$ cat config.mk
export PLATFORM = sky130hd
export DESIGN_NAME = mc_cpu_ctrl_flat
export DESIGN_NICKNAME = d
export VERILOG_FILES = /design/src/rtl/mc_cpu_ctrl_if.sv /design/src/rtl/mc_cpu_ctrl.sv /design/src/flat_wrapper.sv
export SDC_FILE = /design/constraint.sdc
export NUM_CORES = 1
export LEC_CHECK = 0
export ABC_AREA = 1
export BUFFER_PORTS_ARGS = -buffer_cell sky130_fd_sc_hd__clkbuf_2
export CAP_MARGIN = 5
export CELL_PAD_IN_SITES_DETAIL_PLACEMENT = 0
export CELL_PAD_IN_SITES_GLOBAL_PLACEMENT = 1
export CORE_MARGIN = 3
export CORE_UTILIZATION = 37
export CTS_BUF_LIST = sky130_fd_sc_hd__clkbuf_4 sky130_fd_sc_hd__clkbuf_8 sky130_fd_sc_hd__clkbuf_16
export DETAILED_ROUTE_END_ITERATION = 6
export PLACE_DENSITY_LB_ADDON = 0.1
export SYNTH_ARGS = -nofsm -noshare
export SYNTH_HDL_FRONTEND = slang
export SYNTH_SLANG_ARGS = --single-unit
$ cat constraint.sdc
create_clock -name clk -period 1.8 [get_ports clk]
set_input_delay 0.36 -clock clk [delete_from_list [all_inputs] [get_ports clk]]
set_output_delay 0.36 -clock clk [all_outputs]
set_load 0.005 [all_outputs]
$ cat src/rtl/mc_cpu_ctrl_if.sv
// Control bundle between the multi-cycle sequencer and the 64-bit datapath.
// master: the sequencer. It samples opcode/zero/ready and drives enables, selects and status.
// slave:  the datapath/memory side, the mirror image of master.
interface mc_cpu_ctrl_if;
  logic [5:0] opcode;
  logic       zero;
  logic       imem_ready;
  logic       dmem_ready;
  logic       pc_en;
  logic       ir_write;
  logic       reg_write;
  logic       mem_read;
  logic       mem_write;
  logic       alu_src;
  logic       reg_dst;
  logic       mem_to_reg;
  logic [1:0] pc_src;
  logic [1:0] alu_op;
  logic       illegal_op;
  logic       bus_err;
  logic [2:0] state;

  modport master (
    input  opcode, zero, imem_ready, dmem_ready,
    output pc_en, ir_write, reg_write, mem_read, mem_write, alu_src, reg_dst, mem_to_reg,
           pc_src, alu_op, illegal_op, bus_err, state
  );

  modport slave (
    output opcode, zero, imem_ready, dmem_ready,
    input  pc_en, ir_write, reg_write, mem_read, mem_write, alu_src, reg_dst, mem_to_reg,
           pc_src, alu_op, illegal_op, bus_err, state
  );
endinterface

$ cat src/rtl/mc_cpu_ctrl.sv
// Multi-cycle control sequencer: FETCH -> DECODE -> EXEC -> (MEM) -> (WB).
// Memory waits in FETCH/MEM are bounded by MEM_TIMEOUT; expiry pulses bus_err and refetches.
// Ports:
//   clk, rst_n : clock (rising edge), asynchronous active-low reset
//   ctrl       : mc_cpu_ctrl_if.master (opcode, zero, ready inputs; enables, selects, status)
// Optional feature, macro MC_CPU_CTRL_PERF_EN: adds cycle_cnt, instr_cnt, stall_cnt (32-bit).
module mc_cpu_ctrl #(
  parameter int unsigned MEM_TIMEOUT = 255,
  parameter int unsigned CNT_W       = 8
) (
  input  logic                clk,
  input  logic                rst_n,
  mc_cpu_ctrl_if.master       ctrl
`ifdef MC_CPU_CTRL_PERF_EN
  ,
  output logic [31:0]         cycle_cnt,
  output logic [31:0]         instr_cnt,
  output logic [31:0]         stall_cnt
`endif
);

  typedef enum logic [2:0] {
    StFetch  = 3'd0,
    StDecode = 3'd1,
    StExec   = 3'd2,
    StMem    = 3'd3,
    StWb     = 3'd4
  } state_e;

  localparam logic [5:0] OpRtype = 6'h00;
  localparam logic [5:0] OpLd    = 6'h23;
  localparam logic [5:0] OpSd    = 6'h2B;
  localparam logic [5:0] OpBeq   = 6'h04;
  localparam logic [5:0] OpAddi  = 6'h08;
  localparam logic [5:0] OpJ     = 6'h02;

  localparam logic [CNT_W-1:0] Timeout = CNT_W'(MEM_TIMEOUT);

  state_e           state_q, state_d;
  logic [CNT_W-1:0] cnt_q, cnt_d;
  logic [5:0]       opcode_q, opcode_d;
  logic             waiting;

  always_ff @(posedge clk or negedge rst_n) begin
    if (!rst_n) begin
      state_q  <= StFetch;
      cnt_q    <= '0;
      opcode_q <= '0;
    end else begin
      state_q  <= state_d;
      cnt_q    <= cnt_d;
      opcode_q <= opcode_d;
    end
  end

  always_comb begin
    state_d         = state_q;
    opcode_d        = opcode_q;
    waiting         = 1'b0;
    ctrl.pc_en      = 1'b0;
    ctrl.ir_write   = 1'b0;
    ctrl.reg_write  = 1'b0;
    ctrl.mem_read   = 1'b0;
    ctrl.mem_write  = 1'b0;
    ctrl.alu_src    = 1'b0;
    ctrl.reg_dst    = 1'b0;
    ctrl.mem_to_reg = 1'b0;
    ctrl.pc_src     = 2'b00;
    ctrl.alu_op     = 2'b00;
    ctrl.illegal_op = 1'b0;
    ctrl.bus_err    = 1'b0;
    ctrl.state      = state_q;

    // Outputs are forced low while reset is held, even if a ready input is high.
    if (rst_n) begin
      case (state_q)
        StFetch: begin
          if (ctrl.imem_ready) begin
            ctrl.ir_write = 1'b1;
            ctrl.pc_en    = 1'b1;
            state_d       = StDecode;
          end else begin
            waiting = 1'b1;
            if (cnt_q >= Timeout) begin
              ctrl.bus_err = 1'b1;
              state_d      = StFetch;
            end
          end
        end
        StDecode: begin
          opcode_d = ctrl.opcode;
          case (ctrl.opcode)
            OpRtype, OpLd, OpSd, OpBeq, OpAddi, OpJ: state_d = StExec;
            default: begin
              ctrl.illegal_op = 1'b1;
              state_d         = StFetch;
            end
          endcase
        end
        StExec: begin
          case (opcode_q)
            OpRtype: begin
              ctrl.alu_op = 2'b10;
              state_d     = StWb;
            end
            OpAddi: begin
              ctrl.alu_src = 1'b1;
              state_d      = StWb;
            end
            OpLd, OpSd: begin
              ctrl.alu_src = 1'b1;
              state_d      = StMem;
            end
            OpBeq: begin
              ctrl.alu_op = 2'b01;
              ctrl.pc_src = 2'b01;
              ctrl.pc_en  = ctrl.zero;
              state_d     = StFetch;
            end
            OpJ: begin
              ctrl.pc_src = 2'b10;
              ctrl.pc_en  = 1'b1;
              state_d     = StFetch;
            end
            default: state_d = StFetch;
          endcase
        end
        StMem: begin
          if (!ctrl.dmem_ready) begin
            waiting = 1'b1;
          end
          // Abandoned access: drop the request in the cycle that reports the error.
          if (waiting && (cnt_q >= Timeout)) begin
            ctrl.bus_err = 1'b1;
            state_d      = StFetch;
          end else begin
            ctrl.mem_read  = (opcode_q == OpLd);
            ctrl.mem_write = (opcode_q == OpSd);
            ctrl.alu_src   = 1'b1;
            if (ctrl.dmem_ready) begin
              state_d = (opcode_q == OpLd) ? StWb : StFetch;
            end
          end
        end
        StWb: begin
          ctrl.reg_write  = 1'b1;
          ctrl.reg_dst    = (opcode_q == OpRtype);
          ctrl.mem_to_reg = (opcode_q == OpLd);
          state_d         = StFetch;
        end
        default: state_d = StFetch;
      endcase
    end

    // A bus_err refetch is a state change too, so the counter restarts from zero.
    if ((state_d != state_q) || ctrl.bus_err) begin
      cnt_d = '0;
    end else if (waiting) begin
      cnt_d = cnt_q + 1'b1;
    end else begin
      cnt_d = cnt_q;
    end
  end

`ifdef MC_CPU_CTRL_PERF_EN
  logic instr_done;

  // Completed instructions only; illegal_op and bus_err exits are not counted.
  assign instr_done = (state_q == StWb) ||
                      ((state_q == StExec) && ((opcode_q == OpBeq) || (opcode_q == OpJ))) ||
                      ((state_q == StMem) && (opcode_q == OpSd) && ctrl.dmem_ready);

  always_ff @(posedge clk or negedge rst_n) begin
    if (!rst_n) begin
      cycle_cnt <= '0;
      instr_cnt <= '0;
      stall_cnt <= '0;
    end else begin
      cycle_cnt <= cycle_cnt + 32'd1;
      if (instr_done) instr_cnt <= instr_cnt + 32'd1;
      if (waiting)    stall_cnt <= stall_cnt + 32'd1;
    end
  end
`endif

endmodule

$ cat src/flat_wrapper.sv
// flat-port wrapper written by rule: the top's interface ports become plain ports
module mc_cpu_ctrl_flat 
#(
  parameter int unsigned MEM_TIMEOUT = 255,
  parameter int unsigned CNT_W       = 8
)
  (clk, rst_n, ctrl_opcode, ctrl_zero, ctrl_imem_ready, ctrl_dmem_ready, ctrl_pc_en, ctrl_ir_write, ctrl_reg_write, ctrl_mem_read, ctrl_mem_write, ctrl_alu_src, ctrl_reg_dst, ctrl_mem_to_reg, ctrl_pc_src, ctrl_alu_op, ctrl_illegal_op, ctrl_bus_err, ctrl_state);
  mc_cpu_ctrl_if ctrl_i ();
  input  logic clk;
  input  logic rst_n;
  input wire logic [$bits(ctrl_i.opcode)-1:0] ctrl_opcode;
  input wire logic [$bits(ctrl_i.zero)-1:0] ctrl_zero;
  input wire logic [$bits(ctrl_i.imem_ready)-1:0] ctrl_imem_ready;
  input wire logic [$bits(ctrl_i.dmem_ready)-1:0] ctrl_dmem_ready;
  output wire logic [$bits(ctrl_i.pc_en)-1:0] ctrl_pc_en;
  output wire logic [$bits(ctrl_i.ir_write)-1:0] ctrl_ir_write;
  output wire logic [$bits(ctrl_i.reg_write)-1:0] ctrl_reg_write;
  output wire logic [$bits(ctrl_i.mem_read)-1:0] ctrl_mem_read;
  output wire logic [$bits(ctrl_i.mem_write)-1:0] ctrl_mem_write;
  output wire logic [$bits(ctrl_i.alu_src)-1:0] ctrl_alu_src;
  output wire logic [$bits(ctrl_i.reg_dst)-1:0] ctrl_reg_dst;
  output wire logic [$bits(ctrl_i.mem_to_reg)-1:0] ctrl_mem_to_reg;
  output wire logic [$bits(ctrl_i.pc_src)-1:0] ctrl_pc_src;
  output wire logic [$bits(ctrl_i.alu_op)-1:0] ctrl_alu_op;
  output wire logic [$bits(ctrl_i.illegal_op)-1:0] ctrl_illegal_op;
  output wire logic [$bits(ctrl_i.bus_err)-1:0] ctrl_bus_err;
  output wire logic [$bits(ctrl_i.state)-1:0] ctrl_state;
  assign ctrl_i.opcode = ctrl_opcode;
  assign ctrl_i.zero = ctrl_zero;
  assign ctrl_i.imem_ready = ctrl_imem_ready;
  assign ctrl_i.dmem_ready = ctrl_dmem_ready;
  assign ctrl_pc_en = ctrl_i.pc_en;
  assign ctrl_ir_write = ctrl_i.ir_write;
  assign ctrl_reg_write = ctrl_i.reg_write;
  assign ctrl_mem_read = ctrl_i.mem_read;
  assign ctrl_mem_write = ctrl_i.mem_write;
  assign ctrl_alu_src = ctrl_i.alu_src;
  assign ctrl_reg_dst = ctrl_i.reg_dst;
  assign ctrl_mem_to_reg = ctrl_i.mem_to_reg;
  assign ctrl_pc_src = ctrl_i.pc_src;
  assign ctrl_alu_op = ctrl_i.alu_op;
  assign ctrl_illegal_op = ctrl_i.illegal_op;
  assign ctrl_bus_err = ctrl_i.bus_err;
  assign ctrl_state = ctrl_i.state;
  mc_cpu_ctrl #(.MEM_TIMEOUT(MEM_TIMEOUT), .CNT_W(CNT_W)) u_core (.clk(clk), .rst_n(rst_n), .ctrl(ctrl_i));
endmodule
==> flow_metrics.py <==
metrics = {
    "run_status": {
        "status": "complete, but fails checks",
        "violations": "setup timing",
    },
    "critical_path": {
        "slowest_delay_ns": 0.38,
        "end_kind": "primary output",
        "startpoint_type": "flop",
        "worstPathCellList": "ha_2 -> nand2_2 -> nor2_4 -> nand2_4 -> o21ai_2 -> nand3_1 -> nand2_1 -> inv_1 -> clkbuf_2",
        "crit_fanout": 3,
        "required_ns": 1.44,
        "worstSetupPathType": "reg2out",
        "arrival_ns": 1.57,
        "cp_slowest_cell": "dfrtp_1",
    },
    "detailed_routing": {
        "wire_per_inst_um": 12.38,
        "drt-pass1-iter-count": 4,
        "vias": 1385,
        "totalWireLength_um": 3517,
        "drtAntennaViolNets": 0,
        "avgViaCountPerCell": 4.877,
        "drc": 0,
        "drtIter0Drc": 58,
    },
    "placement": {
        "dp_cells": 259,
        "port_buffers": 27,
        "gp_congestion": 0.8529,
        "place_hpwl_um": 2449,
    },
    "clock_tree": {
        "cts_buffers": 3,
        "cts_sinks": 17,
        "hold_buffers": 0,
        "clkSlewWorstSetupHoldPaths_ns": 0.10,
        "cts_tree": "done",
        "htree_levels": 1,
        "worst_skew_pair.late_latency_ns": 0.29,
        "cts_max_path_buffers": 2,
        "cts-root-buf": "clkbuf_4",
    },
    "grt": {
        "grt_max_degree": 21,
        "grt_pass1_vias": 1277,
        "grt_pass1_wl_um": 5706,
        "grt_usage_pct": 17.40,
        "grt_overflow": 0,
        "antenna_found_initial": 0,
    },
    "power_and_ir_drop": {
        "comb_power_share_pct": 40.8,
        "power_frac_clock_pct": 18.7,
        "p_int_mw": 0.7381,
        "p_seq_share_pct": 40.5,
        "powerDensity_mw_per_mm2": 636.6,
        "p_leak_nw": 0.9019,
        "p_sw_mw": 0.4271,
        "p_sw_share_pct": 36.66,
        "peakVddDrop_v": 0.0004183,
    },
    "timing": {
        "slew_headroom_pct": 72.59,
        "tightest_slew_ns": 0.4107,
        "period_minus_slack_ns": 1.927,
        "hold_violations": 0,
        "setup_viol": 8,
        "setup_ws_ns": -0.1272,
        "setup_tns_ns": -0.6975,
        "rsz0062_at_grt": "yes",
        "slew_viol_final": 0,
        "period_share_pct": 107.1,
        "fin_skew_ns": 0.01281,
        "fmax_ghz": 0.5189,
    },
    "logic_synthesis": {
        "synthesis.nets": 197,
        "synth_common_cells": "nand2_1, inv_1, nor2_1",
        "ys_async_sr_fraction_pct": 100.0,
        "synth_top_area_share_pct": 34.10,
        "synth_cell_types": 26,
        "syn_area_per_cell_um2": 6.743,
        "synth_top_cell_by_area": "dfrtp_1",
        "synthCells": 185,
        "ys_warn_count": 0,
        "synth-seq-area-share_pct": 34.10,
        "yosysMostFrequentCell": "nand2_1",
        "synth_area_mm2": 0.001247,
        "ys_ff_latch": 17,
        "synth-main-ff-cell": "dfrtp_1",
        "synth_edf_count": 0,
        "synth_area_leaders": "dfrtp_1, nand2_1, inv_1",
    },
    "layout": {
        "nFillCells": 302,
        "syn2layout_area_growth_pct": 46.74,
        "layout-drive-gt1-share_pct": 42.08,
        "antenna_cells": 0,
        "final_core_util_pct": 58.52,
        "nNetsFinal": 253,
        "final_cells": 284,
    },
    "die": {
        "die_w_um": 64.07,
        "design.core.area_mm2": 0.003128,
        "boundaryPins": 28,
        "die_h_um": 64.07,
        "start_util_pct": 39.88,
        "row_count": 20,
        "fp.dieArea_mm2": 0.004104,
    },
    "min_path": {
        "hp-class": "in2async",
    },
    "job": {
        "drv_cap": 0,
    },
}
-- per-stage QoR --
stage	hold slack, ns	total power [mW]	instance area [um2]	setup slack, ns
final	0.01895	1.165	1831	-0.1272
after detailed placement	0.3372	0.7931	1485	0.01930
after global placement	0.3413	0.7873	1485	0.05790
after global routing	0.001569	1.260	1831	-0.2491
after CTS	0.01856	1.098	1668	-0.1291
after floorplan	0.06441	0.6857	1247	0.2224
-- path summary, 6_finish.rpt --
| path | from | to | slack (ns) | cells after the start |
|---|---|---|---|---|
| max in group asynchronous | rst_n | u_core.ctrl.state[2] | 1.48 | 3 |
| hold / removal | rst_n | u_core.cnt_q[3] | 0.02 | 2 |
| setup / recovery | u_core.cnt_q[0] | ctrl_alu_src | -0.13 | 9 |
| min in group clk | ctrl_opcode[2] | u_core.opcode_q[2] | 0.34 | 3 |
| setup reg to reg | u_core.cnt_q[0] | u_core.cnt_q[2] | 0.03 | 12 |
| hold reg to reg | u_core.opcode_q[1] | u_core.opcode_q[1] | 0.56 | 2 |
-- state kept, by name, indices dropped and copies added (netlist names) --
signal	count
u_core.ctrl.state	3
u_core.opcode_q	6
u_core.cnt_q	8
-- cell type report --
type                       count  area (um2)  area share [%]
clock buffer                   4       30.03           1.640
inverter                      27       106.4           5.810
multi-input combinational    137       829.5           45.32
sequential                    17       429.2           23.44
tap                           44       55.05           3.008
timing repair buffer          55       380.4           20.78
-- power groups by stage --
stage / Sequential, mW / Combinational (mW) / Clock [mW]
5_1_grt: 0.479 / 0.529 / 0.252
6_report: 0.472 / 0.475 / 0.218
2_1_floorplan: 0.475 / 0.211 / 0
4_1_cts: 0.477 / 0.395 / 0.226
3_5_place_dp: 0.487 / 0.306 / 0
3_3_place_gp: 0.485 / 0.302 / 0
-- routing by layer --
layer  routed length, um  vias to the layer above  GRT usage, %
li1                    -                      701             -
met1                1608                      637         22.32
met2                1646                       41         29.16
met3                 207                        6         4.042
met4                  54                        0         4.582
met5                   0                        -             0
-- critical path, delay by kind of cell (launching register included) --
family,cells,cell delay [ns]
and+or+nand+nor,5,0.43
adders and majority gates,1,0.19
AOI/OAI and AO/OA,1,0.14
DFF,1,0.38
buffers and inverters,2,0.14
-- cell families (layout without fill, tap and decap cells) --
logic type               count (synthesis)  after routing  share of synthesized area [%]
flip-flops                              17             17                          34.10
XOR/XNOR                                 3              3                          2.107
AO/OA/AOI/OAI                           18             18                          7.824
buffers and inverters                   31             86                          9.930
multiplexers                             1              1                         0.9026
adder cells (fa/ha/maj)                  1              1                          1.003
AND/OR/NAND/NOR                        114            114                          44.13
-- cells in the final DEF (no fill, tap or decap), drive strengths merged --
cell type / Yosys / layout
nand2: 52 / 52
buf: 2 / 35
inv: 27 / 27
nor2: 26 / 26
clkbuf: 2 / 24
dfrtp: 17 / 17
nand3: 15 / 15
nor3: 14 / 14
o21ai: 9 / 9
a21oi: 7 / 7
nand4: 3 / 3
xor2: 3 / 3
nand3b: 1 / 1
and3: 1 / 1
nor4: 1 / 1
a31oi: 1 / 1
or2: 1 / 1
mux2: 1 / 1
o21bai: 1 / 1
ha: 1 / 1
-- timing repair --
item,CTS,global route
buffers inserted,11,10
resized for setup,21,31
pin swaps,7,13
setup endpoints to repair,12,19
(Power assumes the default switching activity.)
